**src/rtl/noc_pkt_arbiter.sv**
```systemverilog
// Packet-granular round-robin arbiter for the shared upstream NoC link.
// Grant is held for a whole packet; a watchdog reclaims a starved grant.
module noc_pkt_arbiter #(
    parameter int N_REQ   = 4,
    parameter int TIMEOUT = 15,
    parameter int SEL_W   = $clog2(N_REQ)
) (
    input  logic             clk,
    input  logic             reset,
    input  logic [N_REQ-1:0] req,
    input  logic [N_REQ-1:0] last,
    input  logic             link_rdy,
    output logic [N_REQ-1:0] grant,
    output logic [N_REQ-1:0] pop,
    output logic [SEL_W-1:0] sel,
    output logic             busy,
    output logic             timeout_evt
);

    localparam int CNT_W = $clog2(TIMEOUT + 1);
    localparam logic [CNT_W-1:0] CNT_MAX = CNT_W'(TIMEOUT);
    localparam logic [CNT_W-1:0] CNT_LIM = CNT_W'(TIMEOUT - 1);
    localparam logic [SEL_W-1:0] PTR_RST = SEL_W'(N_REQ - 1);

    typedef enum logic {
        IDLE,
        XFER
    } state_t;

    state_t           r_state;
    state_t           w_state_nx;
    logic [N_REQ-1:0] r_grant;
    logic [N_REQ-1:0] w_grant_nx;
    logic [SEL_W-1:0] r_sel;
    logic [SEL_W-1:0] w_sel_nx;
    logic [SEL_W-1:0] r_ptr;
    logic [SEL_W-1:0] w_ptr_nx;
    logic [CNT_W-1:0] r_cnt;
    logic [CNT_W-1:0] w_cnt_nx;
    logic             r_tevt;
    logic             w_tevt_nx;

    logic [N_REQ-1:0] w_pop;
    logic             w_own_pop;
    logic             w_own_req;
    logic             w_own_last;

    logic             w_hi_hit;
    logic [SEL_W-1:0] w_hi;
    logic [SEL_W-1:0] w_lo;
    logic [SEL_W-1:0] w_win;

    assign w_pop      = r_grant & req & {N_REQ{link_rdy}};
    assign w_own_pop  = |w_pop;
    assign w_own_req  = |(r_grant & req);
    assign w_own_last = |(w_pop & last);

    // Lowest requester above ptr wins; otherwise wrap to lowest overall.
    always_comb begin
        w_hi_hit = 1'b0;
        w_hi     = '0;
        w_lo     = '0;
        for (int i = N_REQ - 1; i >= 0; i--) begin
            if (req[i]) begin
                if (SEL_W'(i) > r_ptr) begin
                    w_hi_hit = 1'b1;
                    w_hi     = SEL_W'(i);
                end else begin
                    w_lo = SEL_W'(i);
                end
            end
        end
        w_win = w_hi_hit ? w_hi : w_lo;
    end

    always_comb begin
        w_state_nx = r_state;
        w_grant_nx = r_grant;
        w_sel_nx   = r_sel;
        w_ptr_nx   = r_ptr;
        w_cnt_nx   = r_cnt;
        w_tevt_nx  = 1'b0;
        unique case (r_state)
            IDLE: begin
                if (|req) begin
                    w_state_nx = XFER;
                    w_grant_nx = N_REQ'(1) << w_win;
                    w_sel_nx   = w_win;
                    w_cnt_nx   = '0;
                end
            end
            XFER: begin
                if (w_own_pop) begin
                    w_cnt_nx = '0;
                    if (w_own_last) begin
                        w_state_nx = IDLE;
                        w_grant_nx = '0;
                        w_ptr_nx   = r_sel;
                    end
                end else if (!w_own_req) begin
                    if (r_cnt == CNT_LIM) begin
                        w_state_nx = IDLE;
                        w_grant_nx = '0;
                        w_ptr_nx   = r_sel;
                        w_cnt_nx   = '0;
                        w_tevt_nx  = 1'b1;
                    end else if (r_cnt != CNT_MAX) begin
                        w_cnt_nx = r_cnt + 1'b1;
                    end
                end
            end
            default: w_state_nx = IDLE;
        endcase
    end

    always_ff @(posedge clk or posedge reset) begin
        if (reset) begin
            r_state <= IDLE;
            r_grant <= '0;
            r_sel   <= '0;
            r_ptr   <= PTR_RST;
            r_cnt   <= '0;
            r_tevt  <= 1'b0;
        end else begin
            r_state <= w_state_nx;
            r_grant <= w_grant_nx;
            r_sel   <= w_sel_nx;
            r_ptr   <= w_ptr_nx;
            r_cnt   <= w_cnt_nx;
            r_tevt  <= w_tevt_nx;
        end
    end

    assign grant       = r_grant;
    assign pop         = w_pop;
    assign sel         = r_sel;
    assign busy        = (r_state == XFER);
    assign timeout_evt = r_tevt;

endmodule

```
**config.mk**
```make
export PLATFORM = sky130hd
export DESIGN_NAME = noc_pkt_arbiter
export DESIGN_NICKNAME = d
export VERILOG_FILES = /design/src/rtl/noc_pkt_arbiter.sv
export SDC_FILE = /design/constraint.sdc
export NUM_CORES = 1
export LEC_CHECK = 0
export BUFFER_PORTS_ARGS = -buffer_cell sky130_fd_sc_hd__buf_2
export CORE_MARGIN = 3
export CORE_UTILIZATION = 28
export DETAILED_ROUTE_END_ITERATION = 10
export PLACE_DENSITY = 0.5
export SYNTH_ARGS = -nofsm -noshare
export SYNTH_HDL_FRONTEND = slang
export SYNTH_SLANG_ARGS = --single-unit
```
**constraint.sdc**
```tcl
create_clock -name clk -period 1.7 [get_ports clk]
set_clock_uncertainty 0.05 [all_clocks]
set_input_delay 0.34 -clock clk [delete_from_list [all_inputs] [get_ports clk]]
set_output_delay 0.34 -clock clk [all_outputs]
set_load 0.01 [all_outputs]
```
==> results of run 1 <==
==> per-stage QoR <==
step / worst slack (ns) / setup TNS [ns] / instances
after floorplan: 0.01500 / 0 / 97
after global placement: -0.06891 / -0.2007 / 175
after detailed placement: -0.06997 / -0.2901 / 175
after CTS: 0.0005063 / 0 / 179
after global routing: -0.07717 / -0.2901 / 181
final: 0.001919 / 0 / 181
==> placed cells by master (no fill, tap or decap), types with 2 or more instances in the layout <==
cell,Yosys,routed
nand2_1,8,7
a21o_1,2,2
dfstp_2,2,2
mux2_4,0,3
buf_4,0,15
ha_1,2,2
nor2_1,8,7
o21ai_0,3,3
dfrtp_1,12,12
o22ai_1,5,5
nand3_1,7,5
nand3_2,0,2
buf_2,1,22
or2_1,2,2
inv_1,10,10
clkbuf_4,0,3
and3_4,1,2
a21oi_1,7,7
==> timing repair <==
action / CTS / global route
pin swaps: 1 / 3
setup buffers: 0 / 2
setup endpoints to repair: 2 / 7
gates resized for setup: 4 / 9
==> final timing paths <==
| path | from | endpoint | slack (ns) | cells past startpoint |
|---|---|---|---|---|
| max reg2reg | grant[1] | r_ptr[1] | 0.002 | 5 |
| max | grant[1] | r_ptr[1] | 0.002 | 5 |
| max in group asynchronous | reset | r_ptr[0] | 1.20 | 2 |
| min | reset | sel[1] | 0.03 | 2 |
| min in group clk | sel[1] | sel[1] | 0.49 | 2 |
| min reg2reg | sel[1] | sel[1] | 0.49 | 2 |
==> power breakdown <==
group | switching [W] | leakage (nW) | total [W] | internal [W]
sequential | 0.000139 | 0.172 | 0.000623 | 0.000484
clock | 0.000108 | 0.0210 | 0.000238 | 0.000130
combinational | 0.000527 | 0.446 | 0.00106 | 0.000529
==> worst max-delay path, stage by stage (launching register included) <==
cell,delay [ns]
dfrtp_1,0.42
and3_4,0.17
a22o_4,0.24
a221oi_4,0.21
a21o_1,0.22
mux2_4,0.31
==> flip-flops by register name (all words and copies together), names as in the netlist <==
signal and count:
busy 1, grant 4, r_cnt 4, r_ptr 2, sel 2, timeout_evt 1
==> per-layer routing <==
| metal | up-vias | routed length, µm | global-route usage [%] | part of all wire (%) |
|---|---|---|---|---|
| li1 | 436 | - | - | - |
| met2 | 20 | 1105 | 19.50 | 46 |
| met4 | 0 | 30 | 4.959 | 1.2 |
| met3 | 4 | 143 | 3.387 | 5.9 |
| met1 | 426 | 1130 | 16.54 | 47 |
| met5 | - | 0 | 0 | 0 |
==> area by class of cell <==
type | instances | share of cell area [%]
clock buffer | 4 | 2.799
inverter | 11 | 3.185
multi-input combinational | 70 | 44.50
sequential | 14 | 27.22
tap | 44 | 4.247
timing repair buffer | 38 | 18.05
==> logic make-up (layout without fill, tap and decap cells) <==
kind of cell / Yosys count / in the layout / synth area share (%)
flip-flops: 14 / 14 / 38.58
adder cells (fa/ha/maj): 2 / 2 / 2.736
AND/OR/NAND/NOR: 35 / 35 / 20.25
buffers and inverters: 13 / 53 / 5.608
multiplexers: 4 / 4 / 4.788
AO/OA/AOI/OAI: 29 / 29 / 28.04
==> impl_metrics.csv, run 1 <==
group,metric,value,unit
grt,antenna_found_initial,0,
clock_network,clockBufferDepth,2,
clock_network,clk_pin_slew,0.08,ns
synthesis,ys_async_sr_fraction,100.0,%
cells_and_area,final_util,42.11,%
grt,first_global_vias,868,
drt,wl,2.409,mm
hold_path,hold_path.class,"primary input to asynchronous set/reset pin",
outcome,status,"complete, no violations",
die,initial_core_util,29.72,%
synthesis,yosys_most_used_dff,"dfrtp_1",
synthesis,yosys-top-cells-count,"dfrtp_1 (12), inv_1 (10), nand2_1 (8), nor2_1 (8)",
drt,firstDrtPassIters,4,
power,vdd_drop_max,0.0003242,V
clock_network,cts_tree,"done",
synthesis,synth_area_leaders,"dfrtp_1 (33%), dfstp_2 (5.7%), inv_1 (4.1%)",
power,total_power,0.001917,W
worst_setup_path,cp-end-kind,"flop",
synthesis,synth-edff-count,0,
timing,final-max-slew-violation-count,0,
clock_network,cts-root-buf,"clkbuf_4",
cells_and_area,antenna_cells,0,
cells_and_area,final_area,1296,µm²
power,p_per_area,1479,nW/µm²
placement,dp_hpwl,1.896,mm
synthesis,syn-num-nets,110,
drt,drt_iter0_markers,26,
synthesis,yosysMostFrequentCell,"dfrtp_1",
drt,drtAntennaViolNets,0,
drt,wl_per_cell,13.31,µm
synthesis,synthCells,97,
synthesis,yosysUniqueCellTypes,40,
cells_and_area,final_layout_size_suffix_gt1_share,47.45,%
drt,drc,0,
timing,rsz0062_at_grt,"yes",
clock_network,cts_sinks,14,
clock_network,insertion_delay,0.28,ns
cells_and_area,finalNetCount,151,
power,p_leak,0.6397,nW
die,dieArea,3989,µm²
timing,hold_viol_final,0,
grt,grt-ovfl-total,0,
timing,fin_crit_sh,99.89,%
worst_setup_path,cp-start-kind,"flop",
timing,hold_ws,0.03255,ns
synthesis,synth_seq_area_share,38.58,%
synthesis,synth_area,914.6,µm²
worst_setup_path,required,1.86,ns
grt,grt_pass1_wl,3.967,mm
worst_setup_path,path_class,"flop to flop",
synthesis,synth-warning-count,0,
placement,io_buffers,22,
cells_and_area,fillers,314,
die,die_w,63.16,µm
drt,vias_per_cell,4.895,
die,die_y,63.16,µm
cells_and_area,multiInputGateArea,576.8,µm²
timing,tightest_slew,0.5387,ns
drt,vias,886,
synthesis,ys_ff_latch,14,
clock_network,numCtsBuffers,3,
cells_and_area,register_area,352.8,µm²
synthesis,syn_avg_cell_area,9.429,µm²
clock_network,postCtsHoldBufs,0,
grt,grt_max_degree,15,
placement,placed_cell_area,1175,µm²
synthesis,synth_top_area_cell,"dfrtp_1",
placement,gp_congestion,0.7418,
synthesis,synth_top_area_share,32.83,%
die,num_io_pins,23,
grt,grt_usage,12.58,%
clock_network,htreeDepth,1,
timing,setup-violations-final,0,
worst_setup_path,crit_fanout,4,
die,coreArea,3078,µm²
timing,post-route-min-period,1.698,ns
job,drv_cap,0,
worst_setup_path,worstPathArrival,1.86,ns
timing,fmax,588.9,MHz
timing,slew_headroom,64.05,%
die,rows,20,
cells_and_area,syn_to_final_growth,41.72,%
No activity file was read; power rests on OpenSTA's default activity.
==> run 2: changes to the inputs <==
- SETUP_SLACK_MARGIN: not set -> 0.5
==> impl_metrics.csv, run 2 (same netlist as run 1, synthesis figures left out) <==
group,metric,value,unit
clock_network,insertion_delay,0.29,ns
clock_network,cts_sinks,14,
timing,tightest_slew,0.5491,ns
placement,io_buffers,22,
timing,hold_viol_final,0,
power,p_per_area,1515,nW/µm²
timing,fin_crit_sh,99.14,%
grt,antenna_found_initial,0,
cells_and_area,final_layout_size_suffix_gt1_share,64.05,%
die,initial_core_util,29.72,%
grt,first_global_vias,938,
drt,firstDrtPassIters,6,
drt,drtAntennaViolNets,0,
power,p_leak,0.7445,nW
hold_path,hold_path.class,"primary input to asynchronous set/reset pin",
drt,wl_per_cell,14.12,µm
drt,vias_per_cell,4.888,
power,sw_frac_of_total,39.60,%
drt,drc,0,
power,seq_power_share,26.1,%
cells_and_area,antenna_cells,0,
die,coreArea,3078,µm²
cells_and_area,syn_to_final_growth,73.32,%
worst_setup_path,required,1.86,ns
die,dieArea,3989,µm²
clock_network,postCtsHoldBufs,0,
worst_setup_path,cp-end-kind,"flop",
die,die_y,63.16,µm
drt,vias,963,
clock_network,cts_tree,"done",
timing,post-route-min-period,1.685,ns
power,pwr-share-comb,63.7,%
worst_setup_path,reg2reg_from,"grant[1]",
power,vdd_drop_max,0.0006439,V
clock_network,numCtsBuffers,3,
cells_and_area,fin_cells,197,
drt,wl,2.781,mm
cells_and_area,final_area,1585,µm²
placement,dp_cells,179,
power,internal_power,0.001450,W
drt,drt_iter0_markers,30,
placement,placed_cell_area,1254,µm²
cells_and_area,finalNetCount,167,
clock_network,clockBufferDepth,2,
clock_network,cts-root-buf,"clkbuf_4",
die,die_w,63.16,µm
job,drv_cap,0,
power,clkPwrFrac,10.2,%
timing,rsz0062_at_grt,"yes",
placement,gp_congestion,0.7912,
grt,grt-ovfl-total,0,
cells_and_area,final_cell_mix,"buf_4 (25), buf_6 (15), buf_2 (14), dfrtp_1 (12), inv_1 (8)",
timing,setup-violations-final,0,
grt,grt_usage,13.55,%
timing,final-max-slew-violation-count,0,
worst_setup_path,crit_fanout,3,
clock_network,clk_pin_slew,0.10,ns
timing,fmax,593.4,MHz
placement,dp_hpwl,1.874,mm
die,num_io_pins,23,
timing,slew_headroom,63.35,%
grt,grt_pass1_wl,4.305,mm
die,rows,20,
worst_setup_path,startpoint,"grant[1]",
power,p_sw,0.0009509,W
outcome,status,"complete, no violations",
clock_network,htreeDepth,1,
cells_and_area,mostFrequentLayoutCell,"buf_4",
worst_setup_path,path_class,"flop to flop",
cells_and_area,final_util,51.50,%
worst_setup_path,worstPathArrival,1.84,ns
worst_setup_path,cp-start-kind,"flop",
grt,grt_max_degree,15,
run 2: final cells by class:
type | instances | area [µm²]
clock buffer | 4 | 36.28
tap | 44 | 55.05
sequential | 14 | 352.8
inverter | 11 | 45.04
timing repair buffer | 54 | 426.7
fill | 286 | 1493
multi-input combinational | 70 | 669.4
run 2: through the flow:
stage	hold slack [ns]	worst slack [ns]	TNS (ns)	power, W
finish	0.02638	0.01468	0	0.002401
global route	0.07425	-0.03729	-0.09094	0.002555
CTS	0.04164	0.01462	0	0.002132
detailed placement	0.3712	-0.06637	-0.1712	0.001617
global placement	0.3643	-0.04268	-0.08648	0.001604
floorplan	0.1778	0.04117	0	0.001278
run 2: power by group through the flow:
stage	logic (W)	clock network (W)	registers, W
3_5_place_dp	0.000992	0	0.000625
5_1_grt	0.00165	0.000262	0.000647
3_3_place_gp	0.000985	0	0.000619
6_report	0.00153	0.000244	0.000628
2_1_floorplan	0.000662	0	0.000616
4_1_cts	0.00127	0.000254	0.000606
run 2: path summary, 6_finish.rpt:
path	slack (ns)	cells past startpoint	to
max in group asynchronous	1.18	2	r_ptr[1]
setup reg to reg	0.01	5	r_ptr[0]
hold / removal	0.03	2	sel[0]
min in group clk	0.48	5	r_cnt[2]
setup / recovery	0.01	5	r_ptr[0]
hold reg to reg	0.50	1	r_cnt[1]
run 2: worst max-delay path, cell delays in order, from the launching register on:
cell and delay, ns:
dfrtp_1 0.41, and3_4 0.16, a22o_1 0.23, a221oi_4 0.20, a21o_1 0.24, mux2_4 0.32
run 2: layer usage:
| layer | wire length (µm) | track usage [%] |
|---|---|---|
| met1 | 1157 | 16.32 |
| met2 | 1459 | 23.45 |
| met3 | 149 | 4.635 |
| met4 | 14 | 2.479 |
| met5 | 0 | 0 |
run 2: repair_timing:
item / in CTS / in global routing
gates resized for setup: 21 / 20
buffers inserted: 8 / 6
endpoints found under the setup margin: 25 / 26
pin swaps: 5 / 7
